File: config.mk
export PLATFORM = sky130hd
export DESIGN_NAME = rx_mac_hash_engine
export DESIGN_NICKNAME = d
export VERILOG_FILES = /design/src/rtl/rx_hash_pkg.sv /design/src/rtl/rx_hash_req_fifo.sv /design/src/rtl/rx_mac_hash_engine.sv
export SDC_FILE = /design/constraint.sdc
export NUM_CORES = 1
export LEC_CHECK = 0
export ABC_AREA = 1
export BUFFER_PORTS_ARGS = -buffer_cell sky130_fd_sc_hd__buf_2
export CORE_ASPECT_RATIO = 1.5
export CORE_MARGIN = 2
export CORE_UTILIZATION = 54
export DETAILED_ROUTE_END_ITERATION = 8
export HOLD_SLACK_MARGIN = 0.05
export MAX_ROUTING_LAYER = met4
export PLACE_DENSITY = 0.76
export SYNTH_ARGS = -nofsm -noshare
export SYNTH_HDL_FRONTEND = slang
export SYNTH_SLANG_ARGS = --single-unit
File: constraint.sdc
create_clock -name i_clk -period 4 [get_ports i_clk]
set_input_delay 0.8 -clock i_clk [delete_from_list [all_inputs] [get_ports i_clk]]
set_output_delay 0.8 -clock i_clk [all_outputs]
set_load 0.02 [all_outputs]
File: src/rtl/rx_hash_pkg.sv
// rx_hash_pkg: shared key width, FSM states and CRC fold helper for the rx MAC hash engine
package rx_hash_pkg;

    localparam int KEY_W = 60;

    typedef enum logic {IDLE, CALC} state_t;

    // Folds the top nb bits of bits (MSB first) into a cw-bit CRC; upper bits are masked off
    function automatic logic [15:0] crc_step(
        input logic [15:0]      crc,
        input logic [15:0]      poly,
        input logic [KEY_W-1:0] bits,
        input int               cw,
        input int               nb
    );
        logic [15:0]      c;
        logic [15:0]      m;
        logic [15:0]      top;
        logic [KEY_W-1:0] k;
        logic             fb;
        m   = 16'((17'(1) << cw) - 17'(1));
        top = 16'(17'(1) << (cw - 1));
        c   = crc & m;
        k   = bits;
        for (int i = 0; i < KEY_W; i++) begin
            if (i < nb) begin
                fb = ((c & top) != 16'h0) ^ k[KEY_W-1];
                c  = ((c << 1) ^ (fb ? poly : 16'h0)) & m;
                k  = k << 1;
            end
        end
        return c;
    endfunction

endpackage

File: src/rtl/rx_hash_req_fifo.sv
// rx_hash_req_fifo: register-array request FIFO with full/empty; a full FIFO accepts a push alongside a pop
module rx_hash_req_fifo #(
    parameter int DEPTH = 4,
    parameter int W     = 60
) (
    input  logic         i_clk,
    input  logic         i_rst_n,
    input  logic         i_push,
    input  logic         i_pop,
    input  logic [W-1:0] i_data,
    output logic [W-1:0] o_data,
    output logic         o_full,
    output logic         o_empty
);
    localparam int AW = $clog2(DEPTH);

    logic [W-1:0]  mem [DEPTH];
    logic [AW-1:0] wp, rp;
    logic [AW:0]   cnt;
    logic          wr, rd;

    assign o_full  = cnt == (AW+1)'(DEPTH);
    assign o_empty = cnt == '0;
    assign wr      = i_push && (!o_full || i_pop);
    assign rd      = i_pop && !o_empty;
    assign o_data  = mem[rp];

    // Storage array; contents need no reset since the count gates every read
    always_ff @(posedge i_clk) begin
        if (wr) mem[wp] <= i_data;
    end

    // Pointer and occupancy bookkeeping
    always_ff @(posedge i_clk or negedge i_rst_n) begin
        if (!i_rst_n) begin
            wp  <= '0;
            rp  <= '0;
            cnt <= '0;
        end else begin
            wp  <= wr ? wp + 1'b1 : wp;
            rp  <= rd ? rp + 1'b1 : rp;
            cnt <= cnt + (AW+1)'(wr) - (AW+1)'(rd);
        end
    end

endmodule

File: src/rtl/rx_mac_hash_engine.sv
// rx_mac_hash_engine: time-multiplexed CRC hash over {MAC, VLAN} for queued DMAC/SMAC lookups
module rx_mac_hash_engine
    import rx_hash_pkg::*;
#(
    parameter int          CWIDTH       = 15,
    parameter int          BITS_PER_CYC = 12,
    parameter int          FIFO_DEPTH   = 4,
    parameter logic [15:0] DEF_POLY     = 16'h4599,
    parameter logic [15:0] DEF_INIT     = 16'h0000
) (
    input  logic              i_clk,
    input  logic              i_rst_n,
    input  logic [15:0]       i_hash_poly_regs,
    input  logic [15:0]       i_hash_init_val_regs,
    input  logic              i_hash_regs_vld,
    input  logic [47:0]       i_dmac_data,
    input  logic [11:0]       i_dmac_vlan_id,
    input  logic              i_dmac_data_vld,
    input  logic [47:0]       i_smac_data,
    input  logic [11:0]       i_smac_vlan_id,
    input  logic              i_smac_data_vld,
    output logic              o_hash_vld,
    output logic              o_hash_is_smac,
    output logic [CWIDTH-1:0] o_hash_key,
    output logic [47:0]       o_mac,
    output logic [11:0]       o_vlan_id,
    output logic              o_busy,
    output logic [15:0]       o_drop_cnt
);
    localparam int N     = KEY_W / BITS_PER_CYC;
    localparam int CNT_W = (N > 1) ? $clog2(N) : 1;

    state_t           state, state_nx;
    logic [KEY_W-1:0] d_q, s_q, sr, job_key;
    logic [15:0]      poly_sh, init_sh, poly_job, crc, crc_nx;
    logic [CNT_W-1:0] cnt;
    logic [16:0]      drop_sum;
    logic             d_full, d_empty, s_full, s_empty;
    logic             d_pop, s_pop, load, last, job_smac;

    assign d_pop    = state == IDLE && !d_empty;
    assign s_pop    = state == IDLE && d_empty && !s_empty;
    assign load     = d_pop || s_pop;
    assign last     = state == CALC && cnt == CNT_W'(N - 1);
    assign crc_nx   = crc_step(crc, poly_job, sr, CWIDTH, BITS_PER_CYC);
    assign o_busy   = state == CALC;
    assign drop_sum = {1'b0, o_drop_cnt}
                    + 17'(i_dmac_data_vld && d_full && !d_pop)
                    + 17'(i_smac_data_vld && s_full && !s_pop);

    rx_hash_req_fifo #(.DEPTH(FIFO_DEPTH), .W(KEY_W)) u_dmac_fifo (
        .i_clk   (i_clk),
        .i_rst_n (i_rst_n),
        .i_push  (i_dmac_data_vld),
        .i_pop   (d_pop),
        .i_data  ({i_dmac_data, i_dmac_vlan_id}),
        .o_data  (d_q),
        .o_full  (d_full),
        .o_empty (d_empty)
    );

    rx_hash_req_fifo #(.DEPTH(FIFO_DEPTH), .W(KEY_W)) u_smac_fifo (
        .i_clk   (i_clk),
        .i_rst_n (i_rst_n),
        .i_push  (i_smac_data_vld),
        .i_pop   (s_pop),
        .i_data  ({i_smac_data, i_smac_vlan_id}),
        .o_data  (s_q),
        .o_full  (s_full),
        .o_empty (s_empty)
    );

    // FSM state register
    always_ff @(posedge i_clk or negedge i_rst_n) begin
        if (!i_rst_n) state <= IDLE;
        else          state <= state_nx;
    end

    // Next state: leave IDLE on a pop, return after the last fold
    always_comb begin
        state_nx = (state == IDLE) ? (load ? CALC : IDLE) : (last ? IDLE : CALC);
    end

    // Shadow config; jobs latch their own copy at load so writes never disturb a running job
    always_ff @(posedge i_clk or negedge i_rst_n) begin
        if (!i_rst_n) begin
            poly_sh <= DEF_POLY;
            init_sh <= DEF_INIT;
        end else if (i_hash_regs_vld) begin
            poly_sh <= i_hash_poly_regs;
            init_sh <= i_hash_init_val_regs;
        end
    end

    // Job load, per-cycle folding and result registers
    always_ff @(posedge i_clk or negedge i_rst_n) begin
        if (!i_rst_n) begin
            crc            <= '0;
            poly_job       <= '0;
            sr             <= '0;
            job_key        <= '0;
            job_smac       <= 1'b0;
            cnt            <= '0;
            o_hash_vld     <= 1'b0;
            o_hash_is_smac <= 1'b0;
            o_hash_key     <= '0;
            o_mac          <= '0;
            o_vlan_id      <= '0;
        end else begin
            o_hash_vld <= last;
            if (load) begin
                crc      <= init_sh;
                poly_job <= poly_sh;
                sr       <= d_pop ? d_q : s_q;
                job_key  <= d_pop ? d_q : s_q;
                job_smac <= s_pop;
                cnt      <= '0;
            end else if (state == CALC) begin
                crc <= crc_nx;
                sr  <= sr << BITS_PER_CYC;
                cnt <= cnt + 1'b1;
            end
            if (last) begin
                o_hash_key     <= crc_nx[CWIDTH-1:0];
                o_hash_is_smac <= job_smac;
                o_mac          <= job_key[KEY_W-1:12];
                o_vlan_id      <= job_key[11:0];
            end
        end
    end

    // Saturating count of requests refused by a full FIFO
    always_ff @(posedge i_clk or negedge i_rst_n) begin
        if (!i_rst_n) o_drop_cnt <= '0;
        else          o_drop_cnt <= drop_sum[16] ? 16'hFFFF : drop_sum[15:0];
    end

endmodule

==> results.md <==
- CTS Buf Count: 72
- CP Launch Point: crc[14]$_DFFE_PN0P_
- Hold Vio Cnt, Final: 0
- DRC Markers: 0
- Slowest stage delay, CP: between 400 and 500 ps
- Number of library cell types mapped by synthesis: 39
- Die Ht: approximately 310 um
- GR Overflow Total: 0
- Cell Area, Synth: approximately 33000 um^2
- Cell area after layout: around 39000 um^2
- Synth Flop Type: edfxtp_1
- Final nets: 3454
- Post-DP Area: roughly 36000 um^2
- Register Area: 21700 um^2
- Yosys warns: 0
- Worst slew pin tran: between 1000 and 1500 ps
- Finished Layout Cells: between 4000 and 5000
- Starting Density: 0.545
- Area growth from synthesis to layout: 18.4%
- H-tree depth: 3
- Initial DRC count: 2210
- Deepest clock path buffer count: 3
- R2R depth: 39
- Dpl hpwl: 58100 um
- Crit path max fanout: 6
- Fin crit share: 1.08
- Worst endpoint data arrival time: approximately 4900 ps
- Failing checks: negative setup slack
- Max-slew violations: 0
- DRT Wirelength: about 90000 um
- Root Buffer: clkbuf_16
- Number of synthesized flops with an enable pin: 480
- Placer Congestion: slightly below 1
- Die ar.: 63600 um^2
- Fill count: between 4000 and 5000
- First-pass GRT wire length: between 100000 and 150000 um
- Site Rows: 111
- Die Wd: ~210 um
- Critical path class: flop to flop
- Avg Cell Area, Syn: about 11 um^2
- Cells after DPL: between 3000 and 4000
- Port bufs: 248
- Seq/Total Area, Yosys: 0.654
- Post-Place Worst Slack: -485 ps
- Share of cells above drive strength 1: 0.209
- Ys async rst share: 0.378
- Critical Path Most Common Cell: nand2_2
- Crit path required time: ~4600 ps
- Clock Skew: around 28 ps
- FF+latch count, synth: between 700 and 800
- Io pins: 251
- Cells after Synth: 2999
- Pre-antenna DRT Iters: 5
- Outcome: complete, but fails checks
- Initial antenna violation count: 28
- Finish-stage setup viols: 30
- Reg2reg setup slack: -320 ps
- Max-slew headroom: 0.317
- WHS: 133 ps
- CTS tree: yes
- Critical Path End Type: flop
- Max stage delay cell, worst path: dfrtp_2
- Vias: ~24000
- Hold crit path type: input pin to asynchronous set/reset pin
- Max Cap Violations: 0
- Multi-input logic area: about 11000 um^2
- Vias/cell: between 5 and 6
- Syn_nets: roughly 3200
- Final WS setup: -321 ps
- Reg clk slew, reported paths: approximately 70 ps
- Peak Freq: about 0.23 GHz
- CP Launch Type: flop
- RR Endpoint: crc[0]$_DFFE_PN0P_
- Antenna viol nets, final: 0
- Worst-Skew Late Latency: 640 ps
- Tmin final: approximately 4300 ps
- RSZ-0062 raised after global routing: yes
- Vias in the first global route: between 20000 and 25000
- Core region area: 61000 um^2
- Gr usage total: 0.299
- Sink Count: roughly 770
- RR Startpoint: crc[14]$_DFFE_PN0P_
- Pin count of the biggest net entering global routing: between 100 and 150
- Routed wire length per instance: 22.0 um
==> metal layers <==
| layer | up-vias | GRT usage | wire (um) | part of all wire |
|---|---|---|---|---|
| met1 | 11878 | 0.331 | 32800 | 0.36 |
| met3 | 294 | 0.0425 | 6100 | 0.067 |
| met2 | 1081 | 0.505 | 46900 | 0.51 |
| li1 | 10978 | - | - | - |
| met4 | 0 | 0.186 | 5420 | 0.059 |
| met5 | - | - | 0 | 0 |
==> flip-flops by register name (all words and copies together) (netlist names), 2 cells and up <==
name,count
u_dmac_fifo.rp,2
u_dmac_fifo.cnt,3
u_smac_fifo.mem,240
sr,60
cnt,3
o_vlan_id,12
u_dmac_fifo.mem,240
u_smac_fifo.wp,2
o_drop_cnt,16
u_smac_fifo.cnt,3
job_key,60
o_mac,48
poly_job,15
poly_sh,15
u_smac_fifo.rp,2
init_sh,15
u_dmac_fifo.wp,2
o_hash_key,15
crc,15
==> critical path: cells and delay by family, from the launching register on <==
family,cells,cell delay [ps]
and+or+nand+nor,29,2730
DFF,1,450
buffers and inverters,8,690
AOI/OAI and AO/OA,1,70
xor gates and xnor gates,1,270
==> how the worst max path moves through the flow <==
stage / endpoint / depth (start not counted) / slack [ps]
6_report: crc[0]$_DFFE_PN0P_ / 39 / -320
5_1_grt: crc[14]$_DFFE_PN0P_ / 41 / -580
4_1_cts: crc[4]$_DFFE_PN0P_ / 41 / -200
3_5_place_dp: crc[2]$_DFFE_PN0P_ / 38 / -480
3_3_place_gp: crc[2]$_DFFE_PN0P_ / 36 / -380
2_1_floorplan: u_smac_fifo.mem[0][0]$_DFFE_PP_ / 6 / -60
==> final cells by class <==
type	count	area share
antenna	26	0.00165
clock buffer	97	0.0497
clock inverter	36	0.0118
inverter	243	0.0232
multi-input combinational	1817	0.273
sequential	772	0.552
tap	791	0.0251
timing repair buffer	373	0.0635
==> through the flow <==
stage | setup TNS, ps | util
finish | -8100 | 0.646
floorplan | -14830 | -
global route | -16300 | 0.646
CTS | -4560 | 0.640
detailed placement | -12930 | 0.589
global placement | -9920 | 0.589
==> cells in the mapped netlist (34+ instances only) <==
master    instances  area share
dfrtp_1         285        0.21
xor2_1           34      0.0090
o221ai_1        120       0.032
o21ai_0         355       0.053
nor2_1          268       0.030
nand2_1         503       0.057
clkbuf_1        134       0.015
mux2i_1         120       0.036
edfxtp_1        480        0.43
inv_1           231       0.026
nand3_1         195       0.029
a21oi_1          54      0.0081
xnor2_1          68       0.018
==> what timing repair did <==
action / CTS / global route
resized for setup: 152 / 51
hold buffers: 0 / 0
endpoints found under the setup margin: 30 / 30
pin swaps: 37 / 45
cloned: 3 / 1
buffers inserted: 11 / 6
==> cells by family after synthesis <==
logic type / after synthesis / synth area share
fa+ha+maj: 18 / 0.00745
simple gates: 1030 / 0.131
mux: 120 / 0.0361
xor+xnor: 102 / 0.0269
compound gates: 546 / 0.0970
buf+inv: 411 / 0.0479
flops: 772 / 0.654
==> cells in the final DEF, fill, tap and decap left out, drive strengths merged, types with 9 or more instances in the layout <==
cell type	netlist	layout
nand2	518	519
edfxtp	480	480
buf	34	373
o21ai	357	357
dfrtp	285	285
nor2	274	274
inv	237	242
nand3	210	210
mux2i	120	120
o221ai	120	120
clkbuf	134	97
xnor2	68	68
a21oi	54	54
xor2	34	34
diode	0	26
clkinv	6	23
ha	15	15
a22oi	11	11
or2	9	9
Power is not shown: default switching activity piles up to over one toggle a cycle in this logic, so the estimate is an artifact.
